File: src/rtl/vga_sync_controller_if.sv
`default_nettype none
// ============================================================================
//  Module      : vga_sync_controller_if
//  Description : Raster timing bundle between the pixel timer, the VGA sync
//                controller and the pixel-data/RGB generator.
//  Revision    : 1.0 - initial release
// ============================================================================
interface vga_sync_controller_if;
    logic       pixel_en;
    logic       hsync;
    logic       vsync;
    logic       display_on;
    logic [9:0] x;
    logic [9:0] y;
    logic       line_start;
    logic       frame_start;

    // Sync controller side: consumes the pixel enable, produces the raster.
    modport slave (
        input  pixel_en,
        output hsync, vsync, display_on, x, y, line_start, frame_start
    );

    // Pixel timer / raster consumer side.
    modport master (
        output pixel_en,
        input  hsync, vsync, display_on, x, y, line_start, frame_start
    );
endinterface
`default_nettype wire

File: src/rtl/vga_sync_controller.sv
`default_nettype none
// ============================================================================
//  Module      : vga_sync_controller
//  Description : 640x480@60 VGA raster sequencer. Horizontal/vertical position
//                counters advanced by a pixel enable, with registered
//                active-low syncs, display-active flag and line/frame strobes.
//  Revision    : 1.0 - initial release
// ============================================================================
module vga_sync_controller #(
    parameter int H_ACTIVE = 640,
    parameter int H_FP     = 16,
    parameter int H_SYNC   = 96,
    parameter int H_BP     = 48,
    parameter int V_ACTIVE = 480,
    parameter int V_FP     = 10,
    parameter int V_SYNC   = 2,
    parameter int V_BP     = 33
) (
    input  wire logic              clk,
    input  wire logic              reset,
    vga_sync_controller_if.slave   bus
);

    // Totals must fit the 10-bit counters (<= 1024).
    localparam int H_TOTAL = H_ACTIVE + H_FP + H_SYNC + H_BP;
    localparam int V_TOTAL = V_ACTIVE + V_FP + V_SYNC + V_BP;

    localparam logic [9:0] C_H_LAST      = 10'(H_TOTAL - 1);
    localparam logic [9:0] C_V_LAST      = 10'(V_TOTAL - 1);
    localparam logic [9:0] C_H_ACTIVE    = 10'(H_ACTIVE);
    localparam logic [9:0] C_V_ACTIVE    = 10'(V_ACTIVE);
    localparam logic [9:0] C_HSYNC_BEGIN = 10'(H_ACTIVE + H_FP);
    localparam logic [9:0] C_HSYNC_END   = 10'(H_ACTIVE + H_FP + H_SYNC);
    localparam logic [9:0] C_VSYNC_BEGIN = 10'(V_ACTIVE + V_FP);
    localparam logic [9:0] C_VSYNC_END   = 10'(V_ACTIVE + V_FP + V_SYNC);

    logic [9:0] x_q, x_d;
    logic [9:0] y_q, y_d;
    logic       hsync_q, hsync_d;
    logic       vsync_q, vsync_d;
    logic       display_on_q, display_on_d;
    logic       line_start_q, line_start_d;
    logic       frame_start_q, frame_start_d;

    // Next position plus level decode of that next position, so levels land
    // on the same edge as the counters they describe.
    always_comb begin
        x_d           = x_q;
        y_d           = y_q;
        line_start_d  = 1'b0;
        frame_start_d = 1'b0;

        if (bus.pixel_en) begin
            if (x_q < C_H_LAST) begin
                x_d = x_q + 10'd1;
            end else begin
                x_d          = 10'd0;
                line_start_d = 1'b1;
                if (y_q == C_V_LAST) begin
                    y_d           = 10'd0;
                    frame_start_d = 1'b1;
                end else begin
                    y_d = y_q + 10'd1;
                end
            end
        end

        hsync_d      = !((x_d >= C_HSYNC_BEGIN) && (x_d < C_HSYNC_END));
        vsync_d      = !((y_d >= C_VSYNC_BEGIN) && (y_d < C_VSYNC_END));
        display_on_d = (x_d < C_H_ACTIVE) && (y_d < C_V_ACTIVE);
    end

    // State and output registers; reset parks at the last position so the
    // first enable wraps to (0,0) and raises both strobes.
    always_ff @(posedge clk or posedge reset) begin
        if (reset) begin
            x_q           <= C_H_LAST;
            y_q           <= C_V_LAST;
            hsync_q       <= 1'b1;
            vsync_q       <= 1'b1;
            display_on_q  <= 1'b0;
            line_start_q  <= 1'b0;
            frame_start_q <= 1'b0;
        end else begin
            x_q           <= x_d;
            y_q           <= y_d;
            hsync_q       <= hsync_d;
            vsync_q       <= vsync_d;
            display_on_q  <= display_on_d;
            line_start_q  <= line_start_d;
            frame_start_q <= frame_start_d;
        end
    end

    assign bus.x           = x_q;
    assign bus.y           = y_q;
    assign bus.hsync       = hsync_q;
    assign bus.vsync       = vsync_q;
    assign bus.display_on  = display_on_q;
    assign bus.line_start  = line_start_q;
    assign bus.frame_start = frame_start_q;

endmodule
`default_nettype wire

File: src/flat_wrapper.sv
// flat-port wrapper written by rule: the top's interface ports become plain ports
module vga_sync_controller_flat 
#(
    parameter int H_ACTIVE = 640,
    parameter int H_FP     = 16,
    parameter int H_SYNC   = 96,
    parameter int H_BP     = 48,
    parameter int V_ACTIVE = 480,
    parameter int V_FP     = 10,
    parameter int V_SYNC   = 2,
    parameter int V_BP     = 33
)
  (clk, reset, bus_pixel_en, bus_hsync, bus_vsync, bus_display_on, bus_x, bus_y, bus_line_start, bus_frame_start);
  vga_sync_controller_if bus_i ();
  input  wire logic clk;
  input  wire logic reset;
  input wire logic [$bits(bus_i.pixel_en)-1:0] bus_pixel_en;
  output wire logic [$bits(bus_i.hsync)-1:0] bus_hsync;
  output wire logic [$bits(bus_i.vsync)-1:0] bus_vsync;
  output wire logic [$bits(bus_i.display_on)-1:0] bus_display_on;
  output wire logic [$bits(bus_i.x)-1:0] bus_x;
  output wire logic [$bits(bus_i.y)-1:0] bus_y;
  output wire logic [$bits(bus_i.line_start)-1:0] bus_line_start;
  output wire logic [$bits(bus_i.frame_start)-1:0] bus_frame_start;
  assign bus_i.pixel_en = bus_pixel_en;
  assign bus_hsync = bus_i.hsync;
  assign bus_vsync = bus_i.vsync;
  assign bus_display_on = bus_i.display_on;
  assign bus_x = bus_i.x;
  assign bus_y = bus_i.y;
  assign bus_line_start = bus_i.line_start;
  assign bus_frame_start = bus_i.frame_start;
  vga_sync_controller #(.H_ACTIVE(H_ACTIVE), .H_FP(H_FP), .H_SYNC(H_SYNC), .H_BP(H_BP), .V_ACTIVE(V_ACTIVE), .V_FP(V_FP), .V_SYNC(V_SYNC), .V_BP(V_BP)) u_core (.clk(clk), .reset(reset), .bus(bus_i));
endmodule
File: config.mk
export PLATFORM = sky130hd
export DESIGN_NAME = vga_sync_controller_flat
export DESIGN_NICKNAME = d
export VERILOG_FILES = /design/src/rtl/vga_sync_controller_if.sv /design/src/rtl/vga_sync_controller.sv /design/src/flat_wrapper.sv
export SDC_FILE = /design/constraint.sdc
export NUM_CORES = 1
export LEC_CHECK = 0
export ABC_AREA = 1
export CORE_UTILIZATION = 52
export DETAILED_ROUTE_END_ITERATION = 10
export PLACE_DENSITY = 0.79
export SLEW_MARGIN = 20
export SYNTH_ARGS = -nofsm -noshare
export SYNTH_HDL_FRONTEND = slang
export SYNTH_SLANG_ARGS = --single-unit
File: constraint.sdc
create_clock -name clk -period 2.2 [get_ports clk]
set_clock_uncertainty 0.15 [all_clocks]
set_input_delay 0.33 -clock clk [delete_from_list [all_inputs] [get_ports clk]]
set_output_delay 0.33 -clock clk [all_outputs]
set_load 0.1 [all_outputs]
Yosys cells after proc, flatten, opt, wreduce, memory -nomap -nowiden
Index checks and enable logic that the tools add are counted.

Input port bits: 3. Bits in registers: 25. Logic and storage cells: 32.

Equality and inequality tests: 1. Reduce and logical (&&, ||, !) cells: 5. Order comparisons: 7. Add/sub/neg operators: 2. Multiplexer cells: 10.

Operators by type and width (number): two-way mux 10 bit (5); less-than comparator 10 bit (second input constant) (3); adder 10 x 1 -> 10 bit (second input constant) (2); less-than comparator 10 x 9 -> 1 bit (second input constant) (2); equality test 10 bit (second input constant) (1); greater-or-equal comparator 10 bit (second input constant) (1); greater-or-equal comparator 10 x 9 -> 1 bit (second input constant) (1); two-way mux 1 bit (5); logical AND 1 bit (3); logical NOT 1 bit (2).

Longest topological paths before layout
Depth in word-level cells: 7. Depth in mapped cells: 13.

Worst setup path after synthesis
No wires, ideal clock.

Path kind: reg2reg. From: register u_core.x_q[1] (netlist: u_core.bus.x[1]). To: register u_core.vsync_q (netlist: u_core.bus.vsync). Cell stages (with the launch flop): 14. Setup slack: -117 ps. Data required time: 1973 ps. Period minus slack after synthesis: 2317 ps. Buffers on the path: 1. Data arrival time: 2090 ps. Setup time: 77 ps. Cells stage by stage: dfstp_2 -> ha_1 -> nand2_1 -> inv_1 -> nand2_2 -> nand2_4 -> nand3_4 -> buf_6 -> nor2_2 -> nor2_1 -> nor2_2 -> nand3_1 -> nor2_1 -> nand2_1.

Longest elaborated chain between the ends: 6.

RTL lines: from (decl) (line vga_sync_controller.sv:37) `logic [9:0] x_q, x_d;`; from (signal assigned) (line vga_sync_controller.sv:77) `x_q <= C_H_LAST;`; from (signal assigned) (line vga_sync_controller.sv:85) `x_q <= x_d;`; less-than comparator 10 bit * (line vga_sync_controller.sv:54) `if (x_q < C_H_LAST) begin`; two-way mux 10 bit * (line vga_sync_controller.sv:54); two-way mux 10 bit * (line vga_sync_controller.sv:53) `if (bus.pixel_en) begin`; greater-or-equal comparator 10 x 9 -> 1 bit or less-than comparator 10 x 9 -> 1 bit (tied branches) (line vga_sync_controller.sv:69) `vsync_d = !((y_d >= C_VSYNC_BEGIN) && (y_d < C_VSYNC_END));`; logical AND 1 bit * (line vga_sync_controller.sv:69); logical NOT 1 bit * (line vga_sync_controller.sv:69); net u_core.vsync_d (line vga_sync_controller.sv:40) `logic vsync_q, vsync_d;`; to (signal assigned) (line vga_sync_controller.sv:88) `vsync_q <= vsync_d;`; to (decl) (line vga_sync_controller.sv:40).

The timed path passes the listed nets; every way through them passes the cells marked *.

Worst setup path in the final report
From: register u_core.x_q[0] (netlist: u_core.bus.x[0]). To: register u_core.vsync_q (netlist: u_core.bus.vsync).

Same word-level chain as after synthesis.

==> metrics.txt <==
# fillers 229; CP arrival 2.19 ns; worst path cell trace ha_4 -> nand2_4 -> inv_2 -> nand2_2 -> nand2_4 -> nand3_4 -> o21bai_1 -> nand2_1 -> nor2_2 -> nand2_1 -> nor2_1 -> nand2_1; MaxCap Viol Count 0; initial antenna violation count 0; Critical Path Sink Type register; final hold slack 0.170 ns; Post-DP Area 1890 sq um; H-tree Lvls 1; largest stage delay on the critical path 0.69 ns; Async S/R FF share, synth 100%; status finished clean; synthesized net count 217; Leak 1.06 nW; commonest non-fill, non-tap cell in the layout nand2_1; most used cell, CP nand2_1; drc violations 0; syn_area_per_cell 7.20 sq um; Die Width 56.0 um; initial core utilization 55.1%; Relative slew margins 79.7%; Rows 19; Diodes inserted 0; Post-CTS Hold Buffers 0; Setup-failing EPs final 0; FMAX 0.481 GHz; WP data required 2.31 ns; Fin. Hold Viols 0; die area 3140 sq um; Tot GR Track Use 22.8%; WL/cell 12.4 um; VDD IR max 1640 uV; Core ar. 2760 sq um; Post-synth EDFFs 0; Top FF cell, synth dfrtp_1; synth warn 0; Via Count 1459; Skew-Pair Late Insertion Delay 0.33 ns; DR pass1 iterations 4; Reg area 653 sq um; power consumption 2.76 mW; IO Pins 28; Reg clk slew, reported paths 0.14 ns; first-pass GRT wire length 5620 um; Mapped Area 1520 sq um; gp weighted congestion 0.898; most frequent cells in the layout nand2_1, inv_1, buf_4; Post-Synthesis Cells 211; clk sinks 25; Final ANT Viol Nets 0; number of I/O port buffers 27; multi-input logic area 726 sq um; Buf+Inv Stages, Crit Path 1; share of cells above drive strength 1 31.7%; Area Overhead vs Synth 32.6%; Vias/cell 5.21; hold crit path type in2async; sequential area share after synthesis 42.2%; Tmin final 2.08 ns; fin area 2010 sq um; CP max FO 8; critical path class reg2reg; Top Family by Delay on Critical Path simple AND/OR/NAND/NOR gates; Synth cell types 25; fin nets 256; CP max-delay cell dfstp_4; CTS buffer count 3; setup TNS 0 ns; final wirelength 3480 um; Clock Tree Buf Depth 2; vias in the first global route 1300; largest net degree at the start of global routing 26; DIE HEIGHT 56.0 um; Period Utilization, post-route 94.5%; CTS tree yes; total power divided by cell area 1370 nW/um^2; Synth Register Bits 25; post-layout util 73.0%; root buf cell clkbuf_4; DP HPWL 2550 um; Worst-Margin Slew 0.305 ns; max-slew violation count 0; Worst setup SP type register; initial drt markers 45; total gr overflow 0
-- report_power, final --
part | internal (mW) | leakage (nW) | switching [mW]
combinational | 0.516 | 0.773 | 1.21
sequential | 0.631 | 0.271 | 0.199
clock | 0.0711 | 0.0150 | 0.133
-- tightest hold or removal path: stages --
cell	delay [ns]
clkdlybuf4s50_1	0.39
inv_1	0.05
buf_4	0.29
-- logic make-up (layout without fill, tap and decap cells) --
group,count (synthesis),in the layout,synth area share [%]
simple gates,119,119,36.2
buf+inv,51,89,13.8
flops,25,25,42.2
compound gates,11,11,4.20
fa+ha+maj,3,3,2.47
xor+xnor,2,2,1.15
-- synthesized netlist by cell type (3+ instances only) --
master,instances,area [sq um]
dfstp_2,12,315
o21ai_0,4,20.0
a21oi_1,3,15.0
nand3_1,24,120
nor2_1,23,86.3
dfrtp_1,13,325
nand2_1,49,184
nand4_1,10,62.6
ha_1,3,37.5
inv_1,44,165
nor2_2,6,37.5
-- per-stage QoR --
step,std cells,worst slack [ns]
floorplan,211,0.00660
finish,280,0.121
global route,280,-0.0165
global placement,271,0.0959
CTS,275,0.0549
detailed placement,271,0.0566
-- repair_timing --
| item | in CTS | in global routing |
|---|---|---|
| gates resized for setup | 0 | 17 |
| endpoints found under the setup margin | 0 | 3 |
| buffers inserted | 0 | 5 |
-- final cells by class --
cell class,instances,share of cell area [%]
multi-input combinational,135,36.0
sequential,25,32.4
timing repair buffer,38,19.6
inverter,47,8.76
tap,31,1.93
clock buffer,4,1.30
-- layer usage --
metal / GRT usage [%] / vias up / wire length [um]
li1: - / 727 / -
met1: 28.4 / 690 / 1490
met2: 40.3 / 35 / 1790
met3: 2.09 / 7 / 123
met4: 9.41 / 0 / 73
met5: 0 / - / 0
-- worst paths after layout --
kind                                  from               end  slack, ns  depth (start not counted)
min in group clk           u_core.bus.x[9]   u_core.bus.x[9]       0.45                          1
hold reg to reg            u_core.bus.x[9]   u_core.bus.x[9]       0.45                          1
max in group asynchronous            reset  u_core.bus.vsync       1.43                          3
setup / recovery           u_core.bus.x[0]  u_core.bus.vsync       0.12                         12
hold / removal                       reset   u_core.bus.x[5]       0.17                          3
setup reg to reg           u_core.bus.x[0]  u_core.bus.vsync       0.12                         12
-- state kept, by name, indices dropped and copies added, names as in the netlist --
signal / flops
u_core.bus.x: 10
u_core.bus.display_on: 1
u_core.bus.line_start: 1
u_core.bus.hsync: 1
u_core.bus.vsync: 1
u_core.bus.y: 10
u_core.bus.frame_start: 1
Note: power is estimated with default switching activity, not from simulation.
